**src/rtl/div_pkg.sv**
```systemverilog
// -----------------------------------------------------------------------------
// div_pkg
// Shared definitions for the iterative divider (div_unit / div_step).
//   - FSM state encoding (IDLE=0, BUSY=1, DONE=2)
//   - iteration counter width helper: $clog2(width)+1
//   - DIV_ZERO_QUOT: quotient returned on divide-by-zero (all ones)
// -----------------------------------------------------------------------------
package div_pkg;

  localparam logic [1:0] ST_IDLE = 2'd0;
  localparam logic [1:0] ST_BUSY = 2'd1;
  localparam logic [1:0] ST_DONE = 2'd2;

  typedef enum logic [1:0] {
    IDLE = ST_IDLE,
    BUSY = ST_BUSY,
    DONE = ST_DONE
  } div_state_e;

  // Wide enough for any supported operand width; users slice the low bits.
  localparam int DIV_MAX_WIDTH = 64;
  localparam logic [DIV_MAX_WIDTH-1:0] DIV_ZERO_QUOT = '1;

  function automatic int div_cnt_width(input int width);
    return $clog2(width) + 1;
  endfunction

endpackage

```
**src/rtl/div_step.sv**
```systemverilog
// -----------------------------------------------------------------------------
// div_step
// One combinational restoring-division iteration.
// Ports:
//   rem          in  WIDTH  partial remainder (always < divisor on entry)
//   dividend_msb in  1      next dividend bit shifted into the remainder
//   divisor      in  WIDTH  divisor magnitude
//   rem_next     out WIDTH  partial remainder after this iteration
//   quot_bit     out 1      quotient bit produced by this iteration
// -----------------------------------------------------------------------------
module div_step
  import div_pkg::*;
#(
  parameter int WIDTH = 32
) (
  input  logic [WIDTH-1:0] rem,
  input  logic             dividend_msb,
  input  logic [WIDTH-1:0] divisor,
  output logic [WIDTH-1:0] rem_next,
  output logic             quot_bit
);

  logic [WIDTH:0]   shifted;
  logic [WIDTH-1:0] diff;

  assign shifted = {rem, dividend_msb};

  // rem < divisor guarantees the true difference fits in WIDTH bits, so a
  // WIDTH-bit subtraction is exact whenever the subtract is taken, even
  // when the shifted value overflowed into bit WIDTH.
  assign diff     = shifted[WIDTH-1:0] - divisor;
  assign quot_bit = shifted[WIDTH] | (shifted[WIDTH-1:0] >= divisor);
  assign rem_next = quot_bit ? diff : shifted[WIDTH-1:0];

endmodule

```
**src/rtl/div_unit.sv**
```systemverilog
// -----------------------------------------------------------------------------
// div_unit
// Iterative radix-2 restoring divider for MIPS DIV/DIVU in EX. Produces
// {HI=remainder, LO=quotient} and requests a pipeline stall while busy.
// Optional build macro: DIV_EARLY_OUT_EN -- when |opa| < |opb| (opb != 0)
// the result {opa, 0} is returned without iterating.
// Ports:
//   clk           in  1        clock, all state on posedge
//   resetn        in  1        synchronous active-low reset
//   div_start     in  1        operation request, held until div_ready
//   div_signed    in  1        1 = DIV (two's complement), 0 = DIVU
//   div_opa       in  WIDTH    dividend
//   div_opb       in  WIDTH    divisor
//   div_cancel    in  1        abort current operation (flush/exception)
//   div_result    out 2*WIDTH  {remainder, quotient}, qualify with div_ready
//   div_ready     out 1        one-cycle result-valid pulse
//   stall_req_ex  out 1        stall request to the pipeline controller
//
// state | meaning
// ------+---------------------------------------------------------------
// IDLE  | waiting for div_start; latches operand magnitudes and signs
// BUSY  | one quotient bit per cycle, MSB first, WIDTH iterations
// DONE  | result registered, div_ready pulses, always returns to IDLE
// -----------------------------------------------------------------------------
module div_unit
  import div_pkg::*;
#(
  parameter int WIDTH = 32
) (
  input  logic               clk,
  input  logic               resetn,
  input  logic               div_start,
  input  logic               div_signed,
  input  logic [WIDTH-1:0]   div_opa,
  input  logic [WIDTH-1:0]   div_opb,
  input  logic               div_cancel,
  output logic [2*WIDTH-1:0] div_result,
  output logic               div_ready,
  output logic               stall_req_ex
);

  localparam int CNT_W = div_cnt_width(WIDTH);
  localparam logic [WIDTH-1:0] ZERO_QUOT = DIV_ZERO_QUOT[WIDTH-1:0];
  localparam logic [CNT_W-1:0] LAST_ITER = CNT_W'(WIDTH - 1);

  div_state_e       state;
  logic [CNT_W-1:0] cnt;
  logic [WIDTH-1:0] dvd;      // dividend magnitude, refilled with quotient bits
  logic [WIDTH-1:0] dvs;      // divisor magnitude
  logic [WIDTH-1:0] rem;
  logic             quot_neg;
  logic             rem_neg;
  logic             ready_q;

  logic             opa_neg;
  logic             opb_neg;
  logic [WIDTH-1:0] opa_abs;
  logic [WIDTH-1:0] opb_abs;

  logic [WIDTH-1:0] step_rem;
  logic             step_qbit;
  logic [WIDTH-1:0] quot_raw;
  logic [WIDTH-1:0] quot_fix;
  logic [WIDTH-1:0] rem_fix;

  // Negating -2^(WIDTH-1) wraps back to 2^(WIDTH-1), which is the correct
  // unsigned magnitude.
  assign opa_neg = div_signed & div_opa[WIDTH-1];
  assign opb_neg = div_signed & div_opb[WIDTH-1];
  assign opa_abs = opa_neg ? -div_opa : div_opa;
  assign opb_abs = opb_neg ? -div_opb : div_opb;

  div_step #(.WIDTH(WIDTH)) u_step (
    .rem          (rem),
    .dividend_msb (dvd[WIDTH-1]),
    .divisor      (dvs),
    .rem_next     (step_rem),
    .quot_bit     (step_qbit)
  );

  // Fix-up for the last iteration's outputs, folded into the DONE entry.
  assign quot_raw = {dvd[WIDTH-2:0], step_qbit};
  assign quot_fix = quot_neg ? -quot_raw : quot_raw;
  assign rem_fix  = rem_neg ? -step_rem : step_rem;

  always_ff @(posedge clk) begin
    if (!resetn) begin
      state      <= IDLE;
      cnt        <= '0;
      dvd        <= '0;
      dvs        <= '0;
      rem        <= '0;
      quot_neg   <= 1'b0;
      rem_neg    <= 1'b0;
      div_result <= '0;
      ready_q    <= 1'b0;
    end else begin
      ready_q <= 1'b0;
      if (div_cancel) begin
        state <= IDLE;
        cnt   <= '0;
      end else begin
        case (state)
          IDLE: begin
            if (div_start) begin
              dvd      <= opa_abs;
              dvs      <= opb_abs;
              rem      <= '0;
              quot_neg <= opa_neg ^ opb_neg;
              rem_neg  <= opa_neg;
              cnt      <= '0;
              if (div_opb == '0) begin
                div_result <= {div_opa, ZERO_QUOT};
                ready_q    <= 1'b1;
                state      <= DONE;
              end
`ifdef DIV_EARLY_OUT_EN
              else if (opa_abs < opb_abs) begin
                div_result <= {div_opa, {WIDTH{1'b0}}};
                ready_q    <= 1'b1;
                state      <= DONE;
              end
`endif
              else begin
                state <= BUSY;
              end
            end
          end
          BUSY: begin
            // Dropping the request mid-flight means EX no longer holds the
            // instruction; abandon the work like a cancel.
            if (!div_start) begin
              state <= IDLE;
              cnt   <= '0;
            end else begin
              dvd <= quot_raw;
              rem <= step_rem;
              cnt <= cnt + CNT_W'(1);
              if (cnt == LAST_ITER) begin
                div_result <= {rem_fix, quot_fix};
                ready_q    <= 1'b1;
                state      <= DONE;
              end
            end
          end
          DONE: begin
            state <= IDLE;
          end
          default: begin
            state <= IDLE;
          end
        endcase
      end
    end
  end

  // A cancel arriving in the DONE cycle suppresses the pulse so a flushed
  // instruction never writes HI/LO.
  assign div_ready    = ready_q & ~div_cancel;
  assign stall_req_ex = div_start & ~div_ready & ~div_cancel;

endmodule

```
**config.mk**
```make
export PLATFORM = sky130hd
export DESIGN_NAME = div_unit
export DESIGN_NICKNAME = d
export VERILOG_FILES = /design/src/rtl/div_pkg.sv /design/src/rtl/div_step.sv /design/src/rtl/div_unit.sv
export SDC_FILE = /design/constraint.sdc
export NUM_CORES = 1
export LEC_CHECK = 0
export BUFFER_PORTS_ARGS = -buffer_cell sky130_fd_sc_hd__buf_2
export CORE_MARGIN = 2
export CORE_UTILIZATION = 54
export CTS_CLUSTER_SIZE = 8
export DETAILED_ROUTE_END_ITERATION = 10
export GPL_TIMING_DRIVEN = 0
export HOLD_SLACK_MARGIN = 0.08
export PLACE_DENSITY_LB_ADDON = 0.12
export SKIP_CTS_REPAIR_TIMING = 1
export SLEW_MARGIN = 30
export SYNTH_ARGS = -nofsm -noshare
export SYNTH_HDL_FRONTEND = slang
export SYNTH_SLANG_ARGS = --single-unit
```
**constraint.sdc**
```tcl
create_clock -name clk -period 4.5 [get_ports clk]
set_clock_uncertainty 0.2 [all_clocks]
set_input_delay 0.225 -clock clk [delete_from_list [all_inputs] [get_ports clk]]
set_output_delay 0.225 -clock clk [all_outputs]
set_load 0.02 [all_outputs]
```
Word-level counts from Yosys, hierarchy flattened
Index checks and enable logic that the tools add are counted.
{"block": "op_classes", "n_mux": 29, "add_sub_neg": 6, "magnitude_cmp": 1, "n_eq_ne": 7, "reduce_logical": 9, "bitwise": 10}
{"op": "32-bit two-way mux", "n": 9}
{"op": "64-bit two-way mux", "n": 4}
{"op": "32-bit negator", "n": 4}
{"op": "32-bit case mux with 2 select lines", "n": 2}
{"op": "64-bit case mux with 2 select lines", "n": 1}
{"op": "32-bit >= comparator", "n": 1}
{"op": "32-bit zero test", "n": 1}
{"op": "32-bit subtractor", "n": 1}
{"op": "6-bit two-way mux", "n": 2}
{"op": "6-bit case mux with 2 select lines", "n": 1}
{"op": "2-bit two-way mux", "n": 4}
{"op": "2-bit inequality test, second input constant", "n": 4}
{"op": "6-bit by 1-bit adder with 6-bit output, second input constant", "n": 1}
{"op": "6-bit by 5-bit == test with 1-bit output, second input constant", "n": 1}
{"op": "6-bit AND reduction", "n": 1}
{"op": "1-bit AND", "n": 5}
{"op": "1-bit two-way mux", "n": 4}
{"op": "2-bit case mux with 2 select lines", "n": 1}
{"op": "2-bit AND reduction", "n": 2}
{"op": "4-bit AND reduction", "n": 1}
{"op": "3-bit inequality test, second input constant", "n": 1}
{"op": "1-bit inverter", "n": 3}
{"op": "3-bit AND reduction", "n": 1}
{"op": "2-bit by 1-bit == test with 1-bit output, second input constant", "n": 1}
{"op": "6 further kinds", "n": 6}
{"block": "word_totals", "input_bits": 69, "register_bits": 171, "elab_cells": 71, "output_inout_bits": 66}

Depth between registers and ports, before layout
{"block": "depth", "ltp_word": 8, "ltp_mapped": 24, "mapped_depth_nobuf": 20}

Cells and area by module
A second synthesis with hierarchy kept.
{"block": "hier_totals", "cells_unflattened": 1644, "area_unflattened_um2": 12472.0}
{"module": "div_unit", "cells_per_inst": 1307, "seq_area_each_um2": 3423.3, "area_per_inst_um2": 9958.3, "n_inst": 1}
{"module": "div_step", "cells_per_inst": 337, "seq_area_each_um2": 0.0, "area_per_inst_um2": 2513.7, "n_inst": 1}

Least setup slack after synthesis
No wires, ideal clock.
{"block": "synth_path", "path_type": "register -> register", "from": "reg dvd[31]", "to": "reg div_result[62]", "setup_ps": 133, "path_stages_with_launch": 25, "required_ps": 4167, "arrival_time_ps": 4599, "synth_period_minus_slack_ps": 4932, "slack_ps": -432, "path_buffers": 4, "cell_sequence": "dfxtp_1 -> inv_1 -> ha_1 -> fa_1 -> nand2b_1 -> a211oi_1 -> o21bai_2 -> a31o_1 -> nand2_4 -> buf_2 -> buf_1 -> clkbuf_1 -> nand2_1 -> o21ai_0 -> ha_1 -> nand2_1 -> or3_1 -> nor4_1 -> a31oi_1 -> a221o_1 -> buf_6 -> nor3_4 -> nand3_1 -> mux2i_1 -> a21boi_1"}
{"block": "synth_via", "elab_chain_len": 8, "word_cells_on_any_way": 9, "classes_between": "add/sub (2); order compare (1); mux (5); bitwise (1)"}
{"item": "start: declaration", "line": "div_unit.sv:48", "text": "logic [WIDTH-1:0] dvd;"}
{"item": "start signal: assignment", "line": "div_unit.sv:106", "text": "dvd <= opa_abs;"}
{"item": "start signal: assignment", "line": "div_unit.sv:136", "text": "dvd <= quot_raw;"}
{"item": "32-bit >= comparator", "line": "div_step.sv:32", "text": "assign quot_bit = shifted[WIDTH] | (shifted[WIDTH-1:0] >= divisor);"}
{"item": "1-bit OR", "line": "div_step.sv:32"}
{"item": "32-bit two-way mux *", "line": "div_step.sv:33", "text": "assign rem_next = quot_bit ? diff : shifted[WIDTH-1:0];"}
{"item": "32-bit negator", "line": "div_unit.sv:84", "text": "assign rem_fix = rem_neg ? -step_rem : step_rem;"}
{"item": "32-bit two-way mux *", "line": "div_unit.sv:84"}
{"item": "64-bit two-way mux *", "line": "div_unit.sv:139", "text": "if (cnt == LAST_ITER) begin"}
{"item": "64-bit two-way mux *", "line": "div_unit.sv:132", "text": "if (!div_start) begin"}
{"item": "64-bit case mux with 2 select lines *", "line": "div_unit.sv:103", "text": "case (state)"}
{"item": "end signal: assignment", "line": "div_unit.sv:113", "text": "div_result <= {div_opa, ZERO_QUOT};"}
{"item": "end signal: assignment", "line": "div_unit.sv:140", "text": "div_result <= {rem_fix, quot_fix};"}
{"item": "end: declaration", "line": "div_unit.sv:37", "text": "output logic [2*WIDTH-1:0] div_result,"}
Mark *: on every way between the ends. The rest lies on a longest branch, timed or not. The select of a mux whose other input is x is not followed.
A chain may end at the register's enable or synchronous reset.

Worst setup path in the final report
{"block": "layout_path", "from": "reg dvs[15]", "to": "reg div_result[52]"}
{"block": "layout_via", "elab_chain_len": 8, "word_cells_on_any_way": 9, "classes_between": "add/sub (2); order compare (1); mux (5); bitwise (1)"}
{"item": "start: declaration", "line": "div_unit.sv:49", "text": "logic [WIDTH-1:0] dvs;"}
{"item": "start signal: assignment", "line": "div_unit.sv:107", "text": "dvs <= opb_abs;"}
{"item": "32-bit >= comparator", "line": "div_step.sv:32"}
{"item": "1-bit OR", "line": "div_step.sv:32"}
{"item": "32-bit two-way mux *", "line": "div_step.sv:33"}
{"item": "32-bit negator", "line": "div_unit.sv:84"}
{"item": "32-bit two-way mux *", "line": "div_unit.sv:84"}
{"item": "64-bit two-way mux *", "line": "div_unit.sv:139"}
{"item": "64-bit two-way mux *", "line": "div_unit.sv:132"}
{"item": "64-bit case mux with 2 select lines *", "line": "div_unit.sv:103"}
Marked as above.

==> out/metrics.yaml <==
final_layout:
  antenna_cells: 0
  fin_nets: 1969
  area_growth_pct: 26.4
  post-route-util_pct: 69.9
  final_cell_mix: "nor2_1, dfxtp_1, a21oi_1"
  post-route-cell-area_mm2: 0.0153
  final_common_cell: "nor2_1"
  seq_area_mm2: 0.00346
  num-fill-cells: 1876
  drive_gt1_share_pct: 20.6
  multi_input_area_mm2: 0.00859
sta:
  report.final.slew_viol_count: 0
  hold_violations: 0
  rsz0062_at_grt: "yes"
  min_period_over_period_pct: 106
  period_minus_slack_ps: 4760
  setup_ws_ps: -260
  worst_pin_slew_ps: 977
  relSlewSlack_pct: 33.2
  fmax_mhz: 210
  setup_viol: 11
setup_path:
  critPathMaxStageDelay_ps: 390
  slowest_stage: "or3_4"
  cp-startpoint: "dvs[15]"
  crit_chain: "inv_1, ha_1, buf_4, a21oi_4, o21ai_4, o211ai_1, a31o_4, nand2_8, buf_12, buf_12, buf_12, o21ai_4, ha_4, nand2_4, or3_4, nor4_4, a31oi_2, a221o_1, buf_6, buf_4, o21ai_2, xor2_1, nand2_1, a21oi_1"
  cp-start-kind: "flip-flop"
  endpoint_kind: "flip-flop"
  timing.rr.start: "dvs[15]"
  worstSetupPathType: "flip-flop to flip-flop"
  cp_num_buf_inv: 7
  cpMostUsedCell: "buf_12"
  required_ps: 4690
  arrival_ps: 4950
  crit_fanout: 10
  path_delay_family: "compound AO/OA/AOI/OAI gates"
synth:
  yosysUniqueCellTypes: 92
  synth_area_leaders: "dfxtp_1, nor2_1, a21oi_1"
  synth_top_area_share_pct: 28.3
  synth.cell_area_mm2: 0.0121
  yosys_warnings: 0
  synth_seq_cells: 171
  synthArstFlopShare_pct: 0
  syn-mean-instance-area_um2: 7.49
  syn_nets: 1723
  synth_edf_count: 0
  synth_cells: 1616
  synth_top_cell_by_area: "dfxtp_1"
  ys.flop_type: "dfxtp_1"
  ys_seq_area_share_pct: 28.3
floorplanning:
  initial_utilization_pct: 55.3
  die_x_um: 154
  core_area_mm2: 0.0219
  die_y_um: 154
  die_area_mm2: 0.0236
  io_pins: 135
  num_rows: 54
route:
  drt-total-wl_mm: 46.4
  num_vias: 13700
  vias_per_cell: 6.33
  post_drt_wl_per_cell_um: 21.5
  ant_nets: 0
  drc_errors: 0
  drt-pass1-iter-count: 6
  drtIter0Drc: 1248
global_routing:
  track_usage_pct: 36.6
  grt_max_degree: 19
  grt_pass1_wl_mm: 68.0
  grt_overflow: 0
  grt_antenna_before_repair: 0
  grt_pass1_vias: 12300
clock_tree:
  clk_pin_slew_ps: 80
  cts.sink_count: 171
  h-tree-depth: 4
  cts-root-buf: "clkbuf_16"
  cts_buffers: 17
  clockBufferDepth: 2
  cts_tree: "done"
  clk_latency_ps: 450
power_and_ir_drop:
  powerDensity_mw_per_mm2: 274
  vdd_drop_max_v: 0.000205
  p_leak_uw: 0.00600
place:
  place_area_mm2: 0.0132
  hpwl_mm: 34.9
  io_buffers: 133
  place_congestion: 1.03
  post-place-ws_ps: -1090
run:
  maxCapViolations: 0
run_status:
  violations: "negative setup slack"
  status: "complete, but fails checks"
hold_path:
  worstHoldStart: "div_opb[1]"
  hp-class: "input pin to flip-flop"
[metal layers]
layer	part of all wire (%)	track usage (%)
met1	39	45.6
met2	46	62.0
met5	0	0
met3	8.6	4.54
met4	6.4	19.2
[cell families after synthesis]
group           after synthesis  synth area share [%]
compound gates              523                  29.3
xor+xnor                    115                  8.32
flops                       171                  28.3
mux                          25                  2.13
buf+inv                     163                  5.33
simple gates                581                  22.6
fa+ha+maj                    38                  3.99
[stage by stage]
step / hold WS [ps] / power [µW] / TNS (ps) / cells
after floorplan: 161 / 2220 / 0 / 1616
after global placement: 242 / 2480 / -18090 / 2029
after detailed placement: 247 / 2490 / -17720 / 2029
after CTS: -108 / 3970 / -18260 / 2061
after global routing: 82.4 / 4310 / -3330 / 2155
final: 51.6 / 4190 / -1740 / 2155
[synthesized netlist by cell type (all sizes together) (18+ instances only)]
cell type / n
nor4: 19
nand2: 145
a211oi: 50
mux2i: 19
dfxtp: 171
o31ai: 32
nor3: 43
or3: 28
ha: 37
inv: 54
buf: 29
nor2: 228
xnor2: 63
o211ai: 29
nand3: 33
clkbuf: 79
a22oi: 19
xor2: 52
or4: 18
o21ai: 94
a21oi: 153
[worst reg2reg max path: cells and delay by family, from the launching register on]
| kind | cells | cell delay, ps |
|---|---|---|
| AO/OA/AOI/OAI | 9 | 1800 |
| XOR/XNOR | 1 | 180 |
| adder cells (fa/ha/maj) | 2 | 460 |
| buffers and inverters | 7 | 900 |
| flip-flops | 1 | 320 |
| AND/OR/NAND/NOR | 5 | 830 |
[registers in the layout (all words and copies together) (netlist names)]
name and cells:
ready_q 1, rem_neg 1, quot_neg 1, cnt 6, state 2, rem 32
dvs 32, dvd 32, div_result 64
[path summary, 6_finish.rpt]
check        cells past startpoint              to  slack [ps]
max reg2reg                     24  div_result[52]        -260
min                              5          dvs[3]          50
min reg2reg                      2  div_result[41]         260
max                             24  div_result[52]        -260
[final cells by class]
type | instances | area share [%]
Multi-Input combinational cell | 1282 | 56.2
Sequential cell | 171 | 22.6
Timing Repair Buffer | 230 | 10.0
Buffer | 105 | 3.65
Clock buffer | 18 | 2.87
Tap cell | 280 | 2.29
Inverter | 55 | 1.43
Clock inverter | 14 | 0.973
[where the power goes]
group / internal (µW) / switching (µW) / leakage [µW]
logic: 436 / 640 / 0.00431
registers: 1550 / 37.7 / 0.00140
clock network: 759 / 769 / 0.000287
total: 2740 / 1450 / 0.00600
Note: power is estimated with default switching activity, not from simulation.
